**config.mk**
```make
export PLATFORM = sky130hd
export DESIGN_NAME = riscv_mdu
export DESIGN_NICKNAME = d
export VERILOG_FILES = /design/src/rtl/riscv_mdu_pkg.sv /design/src/rtl/riscv_mdu_fast_mul.sv /design/src/rtl/riscv_mdu.sv
export SDC_FILE = /design/constraint.sdc
export NUM_CORES = 1
export LEC_CHECK = 0
export CAP_MARGIN = 20
export CELL_PAD_IN_SITES_DETAIL_PLACEMENT = 1
export CELL_PAD_IN_SITES_GLOBAL_PLACEMENT = 2
export CORE_MARGIN = 4
export CORE_UTILIZATION = 36
export DETAILED_ROUTE_END_ITERATION = 8
export PLACE_DENSITY = 0.87
export SLEW_MARGIN = 5
export SYNTH_ARGS = -nofsm -noshare
export SYNTH_HDL_FRONTEND = slang
export SYNTH_HIERARCHICAL = 1
export SYNTH_SLANG_ARGS = --single-unit
```
**constraint.sdc**
```tcl
create_clock -name clk -period 3.8 [get_ports clk]
set_input_delay 0.38 -clock clk [delete_from_list [all_inputs] [get_ports clk]]
set_output_delay 0.38 -clock clk [all_outputs]
set_load 0.02 [all_outputs]
```
**src/rtl/riscv_mdu_pkg.sv**
```systemverilog
// riscv_mdu_pkg: op/state enums and operand-signedness decode shared by the riscv_mdu files
package riscv_mdu_pkg;
  typedef enum logic [2:0] {
    OP_MUL    = 3'b000,
    OP_MULH   = 3'b001,
    OP_MULHSU = 3'b010,
    OP_MULHU  = 3'b011,
    OP_DIV    = 3'b100,
    OP_DIVU   = 3'b101,
    OP_REM    = 3'b110,
    OP_REMU   = 3'b111
  } mdu_op_e;
  typedef enum logic [1:0] {IDLE, CALC, FIN} mdu_state_e;
  function automatic logic is_signed_a(mdu_op_e op);
    return op inside {OP_MULH, OP_MULHSU, OP_DIV, OP_REM};
  endfunction
  function automatic logic is_signed_b(mdu_op_e op);
    return op inside {OP_MULH, OP_DIV, OP_REM};
  endfunction
endpackage

```
**src/rtl/riscv_mdu_fast_mul.sv**
```systemverilog
// riscv_mdu_fast_mul: combinational signed/unsigned DATA_W x DATA_W multiplier (a, b, signed_a, signed_b in; 2*DATA_W prod out), built only with RISCV_MDU_FAST_MUL_EN
`ifdef RISCV_MDU_FAST_MUL_EN
module riscv_mdu_fast_mul #(
  parameter int DATA_W = 32
) (
  input  logic [DATA_W-1:0]   a,
  input  logic [DATA_W-1:0]   b,
  input  logic                signed_a,
  input  logic                signed_b,
  output logic [2*DATA_W-1:0] prod
);
  logic signed [DATA_W:0] ea, eb;
  logic signed [2*DATA_W+1:0] p;
  assign ea = {signed_a & a[DATA_W-1], a};
  assign eb = {signed_b & b[DATA_W-1], b};
  assign p = (2*DATA_W+2)'(ea) * (2*DATA_W+2)'(eb);
  assign prod = p[2*DATA_W-1:0];
endmodule
`endif

```
**src/rtl/riscv_mdu.sv**
```systemverilog
// riscv_mdu: iterative RV32M mul/div unit (clk, reset active-low async, start, flush, Funct3, op_a, op_b in; busy, done, result out; RISCV_MDU_FAST_MUL_EN selects a single-cycle multiplier)
module riscv_mdu
  import riscv_mdu_pkg::*;
#(
  parameter int DATA_W = 32
) (
  input  logic              clk,
  input  logic              reset,
  input  logic              start,
  input  logic              flush,
  input  logic [2:0]        Funct3,
  input  logic [DATA_W-1:0] op_a,
  input  logic [DATA_W-1:0] op_b,
  output logic              busy,
  output logic              done,
  output logic [DATA_W-1:0] result
);
  localparam int CNT_W = $clog2(DATA_W) + 1;
  mdu_state_e state, state_d;
  mdu_op_e op, op_in;
  logic [2*DATA_W-1:0] acc, acc_step, mres, fast_prod;
  logic [DATA_W-1:0] opd, a_mag, b_mag, quo, rem, fin_val, spec_val;
  logic [DATA_W:0] sum, sh, diff;
  logic [CNT_W-1:0] cnt;
  logic neg_q, neg_r, raw, a_neg, b_neg, in_mul, in_special, fast, accept, last, mul_op, hi_sel;
  assign op_in = mdu_op_e'(Funct3);
  assign in_mul = !Funct3[2];
  assign a_neg = is_signed_a(op_in) && op_a[DATA_W-1];
  assign b_neg = is_signed_b(op_in) && op_b[DATA_W-1];
  assign a_mag = a_neg ? -op_a : op_a;
  assign b_mag = b_neg ? -op_b : op_b;
  assign in_special = !in_mul && (op_b == '0 ||
    (is_signed_a(op_in) && op_a == {1'b1, {(DATA_W-1){1'b0}}} && op_b == '1));
  assign spec_val = op_b == '0 ? (Funct3[1] ? op_a : '1) : (Funct3[1] ? '0 : op_a);
`ifdef RISCV_MDU_FAST_MUL_EN
  riscv_mdu_fast_mul #(.DATA_W(DATA_W)) u_fast_mul (
    .a(op_a),
    .b(op_b),
    .signed_a(is_signed_a(op_in)),
    .signed_b(is_signed_b(op_in)),
    .prod(fast_prod)
  );
  assign fast = in_mul;
`else
  assign fast_prod = '0;
  assign fast = 1'b0;
`endif
  assign accept = state == IDLE && start && !flush;
  assign last = cnt == CNT_W'(DATA_W - 1);
  assign busy = state != IDLE;
  always_comb begin
    state_d = state;
    if (flush) state_d = IDLE;
    else if (state == IDLE && start) state_d = (in_special || fast) ? FIN : CALC;
    else if (state == CALC && last) state_d = FIN;
    else if (state == FIN) state_d = IDLE;
  end
  always_ff @(posedge clk or negedge reset)
    if (!reset) state <= IDLE;
    else state <= state_d;
  // acc holds {partial product} for multiply and {remainder, quotient} for divide;
  // opd holds the multiplicand or divisor magnitude.
  assign mul_op = !op[2];
  assign hi_sel = op inside {OP_MULH, OP_MULHSU, OP_MULHU};
  assign sum = {1'b0, acc[2*DATA_W-1:DATA_W]} + (acc[0] ? {1'b0, opd} : '0);
  assign sh = acc[2*DATA_W-1:DATA_W-1];
  assign diff = sh - {1'b0, opd};
  assign acc_step = mul_op ? {sum, acc[DATA_W-1:1]}
                           : {diff[DATA_W] ? sh[DATA_W-1:0] : diff[DATA_W-1:0], acc[DATA_W-2:0], !diff[DATA_W]};
  assign mres = neg_q ? -acc : acc;
  assign quo = neg_q ? -acc[DATA_W-1:0] : acc[DATA_W-1:0];
  assign rem = neg_r ? -acc[2*DATA_W-1:DATA_W] : acc[2*DATA_W-1:DATA_W];
  // raw: acc already holds the final signed value (special case or fast product)
  assign fin_val = raw ? (hi_sel ? acc[2*DATA_W-1:DATA_W] : acc[DATA_W-1:0])
                 : mul_op ? (hi_sel ? mres[2*DATA_W-1:DATA_W] : mres[DATA_W-1:0])
                 : (op[1] ? rem : quo);
  always_ff @(posedge clk or negedge reset)
    if (!reset) begin
      op     <= OP_MUL;
      acc    <= '0;
      opd    <= '0;
      cnt    <= '0;
      neg_q  <= 1'b0;
      neg_r  <= 1'b0;
      raw    <= 1'b0;
      done   <= 1'b0;
      result <= '0;
    end else begin
      done <= state == FIN && !flush;
      if (state == FIN && !flush) result <= fin_val;
      if (accept) begin
        op    <= op_in;
        cnt   <= '0;
        neg_q <= a_neg ^ b_neg;
        neg_r <= a_neg;
        raw   <= in_special || fast;
        acc   <= in_special ? {{DATA_W{1'b0}}, spec_val}
               : fast ? fast_prod
               : {{DATA_W{1'b0}}, in_mul ? b_mag : a_mag};
        opd   <= in_mul ? a_mag : b_mag;
      end else if (state == CALC) begin
        acc <= acc_step;
        cnt <= cnt + CNT_W'(1);
      end
    end
endmodule
```
; ---- After elaboration in Yosys (flattened, before gate mapping)
; Index checks and enable logic that the tools add are counted.
[classes]
add_sub_neg = 8
mul = 0
div_mod_pow = 0
n_lt_le_gt_ge = 0
n_eq_ne = 12
shifts = 0
n_mux = 28
n_bitwise = 1
n_reduce_logical = 20
[ops]
columns = cell, count
row1 = $mux 32, 17
row2 = $mux 64, 4
row3 = $neg 32->32, 4
row4 = $eq 32x32->1 const B, 2
row5 = $neg 64->64, 1
row6 = $add 32x32->33, 1
row7 = $sub 33x32->33, 1
row8 = $logic_not 32->1, 1
row9 = $mux 6, 2
row10 = $mux 2, 5
row11 = $eq 3x2->1 const B, 3
row12 = $logic_and 1x1->1, 9
row13 = $reduce_bool 4->1, 2
row14 = $add 6x1->6 const B, 1
row15 = $eq 3x1->1 const B, 2
row16 = $eq 3x3->1 const B, 2
row17 = $eq 6x5->1 const B, 1
row18 = $reduce_bool 3->1, 2
row19 = $reduce_bool 2->1, 2
row20 = $eq 2x1->1 const B, 1
row21 = $eq 2x2->1 const B, 1
row22 = $logic_not 1->1, 2
row23 = $logic_not 2->1, 1
row24 = $logic_or 1x1->1, 1
row25 = $xor 1x1->1, 1
[totals]
ff_bits = 143
latchBits = 0
mem_bits_rw = 0
mem_bits_ro = 0
output_inout_bits = 34
wordCells = 79
memories = 0

; ---- Longest topological paths before layout
; Gate-level depths: netlist (run 1).
[depth]
word_depth = 9
ltp_mapped = 14
mapped_depth_nobuf = 14

; ---- Least setup slack after synthesis (run 1)
; No wires, ideal clock.
[synth_path]
path_type = flip-flop to flip-flop
start = register acc[0]
end = register acc[61]
setup_time_ns = 0.124
arrival_ns = 3.285
t_required_ns = 3.676
setup_slack_ns = 0.391
path_stages_with_launch = 15
synth_period_minus_slack_ns = 3.409
path_cell_list = dfrtp_1 -> clkinv_1 -> clkbuf_1 -> nor2_1 -> ha_1 -> o211a_1 -> o31ai_1 -> a21boi_1 -> a311o_1 -> o31a_1 -> o41ai_2 -> o221a_2 -> o41ai_1 -> mux2i_1 -> a211o_1
[synth_between]
elab_chain_len = 5
[synth_rtl]
columns = element, line
row1 = "start, declared", riscv_mdu.sv:21  ; logic [2*DATA_W-1:0] acc, acc_step, mres, fast_prod;
row2 = "start signal, assigned", riscv_mdu.sv:97  ; acc <= in_special ? {{DATA_W{1'b0}}, spec_val}
row3 = "start signal, assigned", riscv_mdu.sv:102  ; acc <= acc_step;
row4 = $mux 32, riscv_mdu.sv:65  ; assign sum = {1'b0, acc[2*DATA_W-1:DATA_W]} + (acc[0] ? {1'b0, opd} : '0);
row5 = $add 32x32->33, riscv_mdu.sv:65
row6 = $mux 64, riscv_mdu.sv:68  ; assign acc_step = mul_op ? {sum, acc[DATA_W-1:1]}
row7 = $mux 64, riscv_mdu.sv:101  ; end else if (state == CALC) begin
row8 = $mux 64, riscv_mdu.sv:91  ; if (accept) begin
; No other way between the ends. The select of a mux whose other input is x is not followed.
; A chain may end at the register's enable or synchronous reset.

; ---- Worst setup path after layout (run 1)
[layout_path]
start = register acc[0]
end = register acc[55]
; The elaborated chain is that of the path after synthesis.

==> flow_metrics.env, run 1 <==
export IMPL_outcome="complete, no violations"
export IMPL_r2r_end="acc[55]$_DFFE_PN0P_"
export IMPL_drtIter0Drc=1462
export IMPL_ctsLongestPathBuffers=2
export IMPL_coreArea_mm2=0.04213
export IMPL_die_h_um=215.0
export IMPL_synth_edf_count=0
export IMPL_grt_use_met2=0.4685
export IMPL_hold_path_class="primary input to async pin"
export IMPL_crit_end="acc[55]$_DFFE_PN0P_"
export IMPL_max_clock_freq_mhz=273.1
export IMPL_syn_nets=2221
export IMPL_finalSetupViolations=0
export IMPL_synth_seq_area_share=0.2321
export IMPL_syn_avg_cell_area_um2=7.420
export IMPL_dpl_cell_count=2708
export IMPL_place_congestion=0.9957
export IMPL_peakVddDrop_uv=319.5
export IMPL_critPathMaxFanout=15
export IMPL_drive_above_1_share=0.1107
export IMPL_mostFrequentLayoutCell="nor2_1"
export IMPL_synth_distinct_cells=82
export IMPL_drtAntennaViolNets=0
export IMPL_grt_pass1_vias=17596
export IMPL_finalPower_mw=12.65
export IMPL_maxSlewHeadroom=0.2716
export IMPL_dp_slack_ns=-0.05399
export IMPL_grtUsageTotal=0.2930
export IMPL_fin_util=0.4351
export IMPL_cts_clk_slew_worst_paths_ns=0.07
export IMPL_async_flop_share=1.000
export IMPL_grt_max_degree=66
export IMPL_viasPerCell=6.213
export IMPL_gr_usage_met3=0.04760
export IMPL_numPortBuffers=104
export IMPL_crit_required_ns=4.11
export IMPL_rsz0062_at_grt="true"
export IMPL_worstReg2RegStart="acc[0]$_DFFE_PN0P_"
export IMPL_final_nets=2334
export IMPL_worstSkewPairLatency_ns=0.46
export IMPL_fin_cells=2744
export IMPL_io_pin_count=105
export IMPL_reg2reg_slack_ns=0.14
export IMPL_startpoint_type="flop"
export IMPL_skew_ns=0.01607
export IMPL_layout_min_cycle_time_ns=3.662
export IMPL_timing_final_crit_share=0.9636
export IMPL_cts_htree_levels=4
export IMPL_busiest_layer="met2"
export IMPL_cts_tree="built"
export IMPL_tightest_slew_ns=1.090
export IMPL_grt_overflow=0
export IMPL_yosys_warnings=6
export IMPL_syn2layout_area_growth_pct=18.88
export IMPL_grt_antenna_before_repair=1
export IMPL_drc=0
export IMPL_cts_made_buffers=17
export IMPL_start_util=0.3660
export IMPL_die_w_um=215.0
export IMPL_drt_total_wl_mm=69.34
export IMPL_critPathCaptureType="flop"
export IMPL_ys_seq_elements=143
export IMPL_rr_worst_depth=14
export IMPL_synth_cells=2078
export IMPL_fin_hold_ws_ns=0.4741
export IMPL_cts_root_buf="clkbuf_16"
export IMPL_crit_arrival_ns=3.97
export IMPL_setup_slack_ns=0.1382
export IMPL_dp_hpwl_mm=54.16
export IMPL_drt_first_pass_iters=5
export IMPL_worstSetupStartpoint="acc[0]$_DFFE_PN0P_"
export IMPL_slew_viol_final=0
export IMPL_hold_viol=0
export IMPL_cts_sinks=143
export IMPL_grt_pass1_wl_mm=106.9
export IMPL_worstSetupPathType="flop to flop"
export IMPL_power_density_mw_per_mm2=690.1
export IMPL_power_leakage_nw=7.735
export IMPL_final_cell_mix="258 x nor2_1, 209 x nand2_1, 189 x o21ai_0"
export IMPL_syn_area_mm2=0.01542
export IMPL_use_met1=0.3917
export IMPL_fp_dieArea_mm2=0.04621
export IMPL_synth_flop_cell="dfrtp_1"
export IMPL_maxCapViolCount=0
export IMPL_wire_per_inst_um=25.27
export IMPL_vias=17048
export IMPL_rows=75
state kept, by name, indices dropped and copies added (netlist names):
name,count
acc,64
result,32
state,2
done,1
neg_q,1
raw,1
opd,32
op,3
cnt,6
neg_r,1
Yosys cell counts (6+ instances only):
master	count	area, um2
o21ai_0	189	945.9
or4_1	14	105.1
or2_2	8	50.05
o31ai_1	27	202.7
mux2_2	13	146.4
a31oi_1	33	206.5
xnor2_1	125	1095
o31a_1	6	52.55
o21bai_1	10	75.07
nor2_1	260	975.9
a21o_1	34	255.2
nand2_1	210	788.3
a21oi_1	137	685.7
a22oi_1	24	180.2
inv_1	57	214.0
a211o_1	11	96.34
o21ai_1	7	35.03
ha_1	70	875.8
o221ai_1	7	61.31
or3_1	26	162.7
mux2i_1	72	720.7
o21a_1	9	67.56
buf_2	12	60.06
a221oi_1	23	201.4
dfrtp_1	143	3578
and3_1	8	50.05
xor2_1	77	674.4
nor3_1	37	185.2
nand2b_1	14	87.58
nand3_1	37	185.2
nor2b_1	16	100.1
o22ai_1	28	175.2
and2_1	10	62.56
nand4_1	20	125.1
nor4_1	13	81.33
o41ai_1	15	131.4
o211ai_1	32	240.2
a211oi_1	18	135.1
clkbuf_1	128	480.5
buf_1	17	63.81
worst max-delay path, stage by stage, from the launching register on:
cell	delay, ns
dfrtp_1	0.41
clkinv_1	0.14
buf_4	0.23
nor2_1	0.16
ha_1	0.28
o211a_1	0.14
o31ai_1	0.09
a21boi_1	0.17
a311o_1	0.42
o31a_1	0.35
o31ai_1	0.48
o41ai_1	0.15
xor2_1	0.18
a22oi_1	0.18
o21ai_0	0.14
per-layer routing:
layer | wire (um) | share of wire
met1 | 29670 | 0.43
met3 | 5005 | 0.072
met4 | 3283 | 0.047
met2 | 31380 | 0.45
met5 | 0 | 0
power by group:
group	total, mW	switching (mW)	internal [mW]
sequential	2.33	0.427	1.91
clock	1.69	0.767	0.922
combinational	8.63	5.17	3.46
total	12.6	6.36	6.29
cells by family after synthesis:
group                      synth area share
AOI/OAI and AO/OA                    0.2677
xor gates and xnor gates             0.1158
adders and majority gates           0.05940
buffers and inverters               0.05550
DFF                                  0.2321
muxes                               0.05623
and+or+nand+nor                      0.2133
cell type report:
type / count / area, um2
Antenna cell: 1 / 2.502
Clock buffer: 20 / 446.7
Clock inverter: 12 / 111.4
Fill cell: 5218 / 23800
Inverter: 60 / 225.2
Multi-Input combinational cell: 1715 / 11070
Sequential cell: 143 / 3580
Tap cell: 539 / 674.4
Timing Repair Buffer: 254 / 2220
what timing repair did:
action,in CTS,in global routing
hold endpoints to repair,59,0
setup buffers,2,0
pin swaps,1,0
resized for setup,1,11
hold buffers,1,0
endpoints found under the setup margin,20,31
worst min-delay path by stage:
stage	end	slack [ns]	cells past startpoint
2_1_floorplan	acc[0]$_DFFE_PN0P_	0.08	0
3_3_place_gp	done$_DFF_PN0_	0.41	1
3_5_place_dp	result[18]$_DFFE_PN0P_	0.42	1
4_1_cts	opd[7]$_DFFE_PN0P_	0.48	2
5_1_grt	opd[7]$_DFFE_PN0P_	0.52	2
6_report	result[18]$_DFFE_PN0P_	0.47	2
per-stage QoR:
step | cell area, um2 | TNS [ns]
floorplan | 15420 | 0
global placement | 17660 | 0
detailed placement | 17670 | -0.1178
CTS | 18280 | 0
global route | 18330 | -0.1042
finish | 18330 | 0
No activity file was read; power rests on OpenSTA's default activity.
==> run 2, diff against run 1 <==
--- a/config.mk
+++ b/config.mk
@@ -11,6 +11,7 @@
 export CORE_MARGIN = 4
 export CORE_UTILIZATION = 36
 export DETAILED_ROUTE_END_ITERATION = 8
+export GPL_TIMING_DRIVEN = 0
 export PLACE_DENSITY = 0.87
 export SLEW_MARGIN = 5
 export SYNTH_ARGS = -nofsm -noshare
==> run 2 against run 1 <==
Via count up 0.63%. Combinational power down 0.8%. Highest routed layer unchanged. Final area down 1.4%. First-iteration DRC count up 2.5%. Largest cell class unchanged.
==> flow_metrics.env, run 2 (same netlist as run 1, synthesis figures left out) <==
export IMPL_final_cell_mix="259 x nor2_1, 210 x nand2_1, 187 x o21ai_0"
export IMPL_drtAntennaViolNets=0
export IMPL_numPortBuffers=101
export IMPL_crit_arrival_ns=4.09
export IMPL_maxSlewHeadroom=0.1869
export IMPL_outcome="complete, no violations"
export IMPL_slew_viol_final=0
export IMPL_critPathCaptureType="flop"
export IMPL_tightest_slew_ns=1.204
export IMPL_placed_cell_area_mm2=0.01714
export IMPL_power_density_mw_per_mm2=697.1
export IMPL_start_util=0.3660
export IMPL_hold_viol=0
export IMPL_finalSetupViolations=0
export IMPL_critPathMaxFanout=10
export IMPL_busiest_layer="met2"
export IMPL_startpoint_type="flop"
export IMPL_final_area_mm2=0.01808
export IMPL_max_clock_freq_mhz=267.9
export IMPL_drt_first_pass_iters=5
export IMPL_grtUsageTotal=0.3248
export IMPL_use_met1=0.4191
export IMPL_fin_util=0.4290
export IMPL_final_nets=2358
export IMPL_grt_overflow=0
export IMPL_skew_ns=0.02194
export IMPL_peakVddDrop_uv=329.9
export IMPL_drc=0
export IMPL_fp_dieArea_mm2=0.04621
export IMPL_layout_min_cycle_time_ns=3.733
export IMPL_ctsLongestPathBuffers=2
export IMPL_grt_use_met2=0.5351
export IMPL_grt_pass1_wl_mm=114.6
export IMPL_drive_above_1_share=0.06598
export IMPL_dp_hpwl_mm=61.10
export IMPL_worstSkewPairLatency_ns=0.48
export IMPL_place_congestion=0.9781
export IMPL_drtIter0Drc=1499
export IMPL_fin_cells=2767
export IMPL_hold_path_class="primary input to flop"
export IMPL_regMostFlops="acc"
export IMPL_grt_antenna_before_repair=0
export IMPL_grt_max_degree=89
export IMPL_coreArea_mm2=0.04213
export IMPL_reg_top3="acc x64, opd x32, result x32"
export IMPL_crit_required_ns=4.16
export IMPL_cts_clk_slew_worst_paths_ns=0.07
export IMPL_cts_htree_levels=4
export IMPL_die_w_um=215.0
export IMPL_cts_sinks=143
export IMPL_dpl_cell_count=2719
export IMPL_grt_pass1_vias=17487
export IMPL_timing_final_crit_share=0.9824
export IMPL_fillers=5224
export IMPL_die_h_um=215.0
export IMPL_mostFrequentLayoutCell="nor2_1"
export IMPL_n_antenna_cell=0
export IMPL_drt_total_wl_mm=76.86
export IMPL_viasPerCell=6.200
export IMPL_syn2layout_area_growth_pct=17.23
export IMPL_cts_tree="built"
export IMPL_gr_usage_met3=0.04421
export IMPL_wire_per_inst_um=27.78
export IMPL_worstSetupPathType="flop to flop"
export IMPL_maxCapViolCount=0
export IMPL_cts_root_buf="clkbuf_16"
export IMPL_largest_reg_flops=64
export IMPL_io_pin_count=105
export IMPL_power_leakage_nw=7.384
export IMPL_cts_made_buffers=17
export IMPL_rows=75
export IMPL_vias=17156
[run 2: worst paths after layout]
| check | to | slack, ns | cells after the start | from |
|---|---|---|---|---|
| worst min-delay path | op[0]$_DFFE_PN0P_ | 0.37 | 3 | Funct3[0] |
| worst max register to register | acc[61]$_DFFE_PN0P_ | 0.07 | 14 | acc[0]$_DFFE_PN0P_ |
| worst min register to register | result[23]$_DFFE_PN0P_ | 0.48 | 2 | result[23]$_DFFE_PN0P_ |
| worst max-delay path | acc[61]$_DFFE_PN0P_ | 0.07 | 14 | acc[0]$_DFFE_PN0P_ |
| min in group asynchronous | result[26]$_DFFE_PN0P_ | 0.41 | 2 | reset |
| max in group asynchronous | acc[31]$_DFFE_PN0P_ | 2.51 | 3 | reset |
[run 2: layout make-up]
| cell class | instances | area [um2] | area share |
|---|---|---|---|
| Buffer | 160 | 655.6 | 0.03627 |
| Clock buffer | 17 | 425.4 | 0.02353 |
| Clock inverter | 15 | 127.6 | 0.007060 |
| Inverter | 60 | 230.2 | 0.01274 |
| Multi-Input combinational cell | 1715 | 11210 | 0.6203 |
| Sequential cell | 143 | 3583 | 0.1982 |
| Tap cell | 539 | 674.4 | 0.03731 |
| Timing Repair Buffer | 118 | 1166 | 0.06451 |
[run 2: critical path, stage by stage (launching register included)]
cell      delay (ns)
dfrtp_2         0.45
clkinv_4        0.11
buf_4           0.19
nor2_1          0.07
ha_1            0.34
o211a_1         0.25
o31ai_1         0.09
a21boi_1        0.18
a311o_1         0.47
o31a_4          0.37
o41ai_4         0.30
o221a_4         0.31
o41ai_4         0.10
mux2i_1         0.15
a211o_1         0.23
[run 2: layer usage]
layer	part of all wire	wire, um
met1	0.43	32830
met2	0.47	35770
met3	0.057	4404
met4	0.050	3855
met5	0	0
[run 2: stage by stage]
step	setup slack [ns]	power, mW	hold WS (ns)	setup TNS, ns
2_1_floorplan	0.3908	7.702	0.08441	0
3_3_place_gp	-3.842	10.09	0.4626	-572.70
3_5_place_dp	-0.9180	10.27	0.3353	-29.70
4_1_cts	0.004370	12.25	0.3659	0
5_1_grt	-0.01185	13.36	0.4046	-0.01664
6_report	0.06695	12.60	0.3728	0
[run 2: repair_timing]
action	in CTS	in global routing
buffers inserted	9	6
gates resized for setup	31	32
hold buffers	1	0
endpoints found under the hold margin	55	0
setup endpoints to repair	34	32
pin swaps	6	9
[run 2: report_power, final]
group / switching (mW) / leakage [nW] / internal (mW)
logic: 5.38 / 5.32 / 3.17
clock network: 0.832 / 0.262 / 0.855
registers: 0.450 / 1.81 / 1.91
==> run 3, diff against run 2 <==
--- a/config.mk
+++ b/config.mk
@@ -5,11 +5,13 @@
 export SDC_FILE = /design/constraint.sdc
 export NUM_CORES = 1
 export LEC_CHECK = 0
+export ABC_CLOCK_PERIOD_IN_PS = 3800
 export CAP_MARGIN = 20
 export CELL_PAD_IN_SITES_DETAIL_PLACEMENT = 1
 export CELL_PAD_IN_SITES_GLOBAL_PLACEMENT = 2
 export CORE_MARGIN = 4
 export CORE_UTILIZATION = 36
+export CTS_BUF_LIST = sky130_fd_sc_hd__clkbuf_16
 export DETAILED_ROUTE_END_ITERATION = 8
 export GPL_TIMING_DRIVEN = 0
 export PLACE_DENSITY = 0.87
==> constraint.sdc (replaced) <==
create_clock -name clk -period 3.8 [get_ports clk]
set_input_delay 0.95 -clock clk [delete_from_list [all_inputs] [get_ports clk]]
set_output_delay 0.95 -clock clk [all_outputs]
set_load 0.02 [all_outputs]
==> run 3 against run 2 <==
Power rose by 0.12%. Final area grew 1.3%. Utilization up 0.58 points. Largest power group unchanged. Critical path type unchanged. Worst hold slack improved by 0.011 ns. Via count shrank 0.40%. Flip-flop and latch count unchanged. Clock power barely moved. Maximum frequency about the same. Highest routed layer is now met5. Register-to-register slack is essentially flat.
==> flow_metrics.env, run 3 (same netlist as run 1, synthesis figures left out) <==
export IMPL_outcome="complete, no violations"
export IMPL_largest_reg_flops=64
export IMPL_viasPerCell=6.166
export IMPL_hold_viol=0
export IMPL_rr_worst_depth=14
export IMPL_worstSetupPathType="flop to flop"
export IMPL_r2r_end="acc[61]$_DFFE_PN0P_"
export IMPL_critical_path_top_delay_family="compound AO/OA/AOI/OAI gates"
export IMPL_reg2reg_slack_ns=0.07
export IMPL_reg_top3="acc x64, opd x32, result x32"
export IMPL_numPortBuffers=101
export IMPL_cts_root_buf="clkbuf_16"
export IMPL_wire_per_inst_um=27.79
export IMPL_seq_area_mm2=0.003583
export IMPL_drtIter0Drc=1409
export IMPL_maxCapViolCount=0
export IMPL_skew_ns=0.01797
export IMPL_critPathMaxFanout=10
export IMPL_fp_dieArea_mm2=0.04621
export IMPL_grtUsageTotal=0.3253
export IMPL_coreArea_mm2=0.04213
export IMPL_placed_cell_area_mm2=0.01714
export IMPL_multi_input_area_mm2=0.01140
export IMPL_grt_max_degree=89
export IMPL_slowest_stage="a311o_1"
export IMPL_regMostFlops="acc"
export IMPL_grt_overflow=0
export IMPL_worstReg2RegStart="acc[0]$_DFFE_PN0P_"
export IMPL_die_w_um=215.0
export IMPL_cts_htree_levels=4
export IMPL_drt_total_wl_mm=77.01
export IMPL_drt_first_pass_iters=5
export IMPL_tightest_slew_ns=1.274
export IMPL_max_clock_freq_mhz=268.0
export IMPL_finalPower_mw=12.62
export IMPL_n_antenna_cell=0
export IMPL_drive_above_1_share=0.08289
export IMPL_syn2layout_area_growth_pct=18.81
export IMPL_cp_common_cell="o41ai_4"
export IMPL_layout_min_cycle_time_ns=3.732
export IMPL_grt_pass1_wl_mm=114.4
export IMPL_ctsLongestPathBuffers=2
export IMPL_drc=0
export IMPL_dp_hpwl_mm=61.10
export IMPL_hold_path_class="primary input to async pin"
export IMPL_fillers=5205
export IMPL_crit_arrival_ns=4.09
export IMPL_crit_required_ns=4.16
export IMPL_grt_pass1_vias=17527
export IMPL_cts_made_buffers=17
export IMPL_slew_viol_final=0
export IMPL_drtAntennaViolNets=0
export IMPL_cts_clk_slew_worst_paths_ns=0.07
export IMPL_rows=75
export IMPL_peakVddDrop_uv=329.5
export IMPL_crit_buf_inv=2
export IMPL_io_pin_count=105
export IMPL_final_nets=2362
export IMPL_mostFrequentLayoutCell="nor2_1"
export IMPL_final_cell_mix="258 x nor2_1, 208 x nand2_1, 185 x o21ai_0"
export IMPL_place_congestion=0.9781
export IMPL_start_util=0.3660
export IMPL_final_area_mm2=0.01832
export IMPL_worstSkewPairLatency_ns=0.48
export IMPL_die_h_um=215.0
export IMPL_cpPeakStageDelay_ns=0.48
export IMPL_grt_antenna_before_repair=1
export IMPL_finalSetupViolations=0
export IMPL_startpoint_type="flop"
export IMPL_critPathCaptureType="flop"
export IMPL_vias=17087
export IMPL_maxSlewHeadroom=0.1397
export IMPL_crit_chain="clkinv_4, buf_4, nor2_1, ha_1, o211a_1, o31ai_1, a21boi_1, a311o_1, o31a_4, o41ai_4, o221a_4, o41ai_4, mux2i_1, a211o_1"
export IMPL_timing_final_crit_share=0.9821
export IMPL_power_leakage_nw=7.541
export IMPL_cts_sinks=143
export IMPL_power_density_mw_per_mm2=688.6
export IMPL_cts_tree="built"
## run 3: cell count changes in the layout (fill, tap and decap cells not counted), sizes merged
cell           before  now
clkdlybuf4s50     100   92
dlygate4sd3         1    0
clkbuf            144  143
buf                50   56
dlygate4sd2         0    3
dlymetal6s2s        0    5
## run 3: layout make-up
type | count | area share
well taps | 539 | 0.03681
plain buffers | 159 | 0.03640
inverters | 60 | 0.01257
flip-flops and latches | 143 | 0.1956
repair buffers | 123 | 0.06604
multi-input cells | 1715 | 0.6224
clock inverters | 15 | 0.006966
clock buffers | 17 | 0.02322
## run 3: timing repair
item	in CTS	in global routing
cloned	0	0
hold buffers	0	0
endpoints found under the setup margin	66	63
buffers inserted	13	8
gates resized for setup	60	55
pin swaps	11	16
## run 3: report_power, final
group          switching, mW  internal, mW
logic                   5.40          3.18
clock network          0.825         0.854
registers              0.451          1.91
## run 3: per-layer routing
| layer | part of all wire | vias to the layer above | routed length (um) | global-route usage |
|---|---|---|---|---|
| met5 | 0.00012 | - | 9 | 0 |
| met4 | 0.057 | 2 | 4419 | 0.1764 |
| met3 | 0.059 | 180 | 4539 | 0.04845 |
| met2 | 0.46 | 625 | 35330 | 0.5283 |
| met1 | 0.42 | 8512 | 32700 | 0.4173 |
| li1 | - | 7768 | - | - |
## run 3: worst max path at each step
stage	startpoint	end	slack [ns]	cells after the start
final	acc[0]$_DFFE_PN0P_	acc[61]$_DFFE_PN0P_	0.07	14
after floorplan	acc[0]$_DFFE_PN0P_	acc[61]$_DFFE_PN0P_	0.39	14
after global routing	acc[31]$_DFFE_PN0P_	acc[58]$_DFFE_PN0P_	-0.0001	13
after detailed placement	op_a[12]	acc[23]$_DFFE_PN0P_	-1.03	12
after global placement	reset	opd[7]$_DFFE_PN0P_	-4.41	1
after CTS	acc[0]$_DFFE_PN0P_	acc[61]$_DFFE_PN0P_	0.004	14
## run 3: per-stage QoR
step | TNS [ns] | std cells | hold slack [ns] | setup slack, ns | util
2_1_floorplan | 0 | 2078 | 0.4498 | 0.3908 | -
3_3_place_gp | -679.67 | 2718 | 0.4626 | -4.412 | 0.4060
3_5_place_dp | -56.48 | 2719 | 0.4727 | -1.031 | 0.4067
4_1_cts | 0 | 2764 | 0.4019 | 0.004370 | 0.4282
5_1_grt | -0.0001443 | 2771 | 0.4256 | -0.0001443 | 0.4348
6_report | 0 | 2771 | 0.3839 | 0.06816 | 0.4348
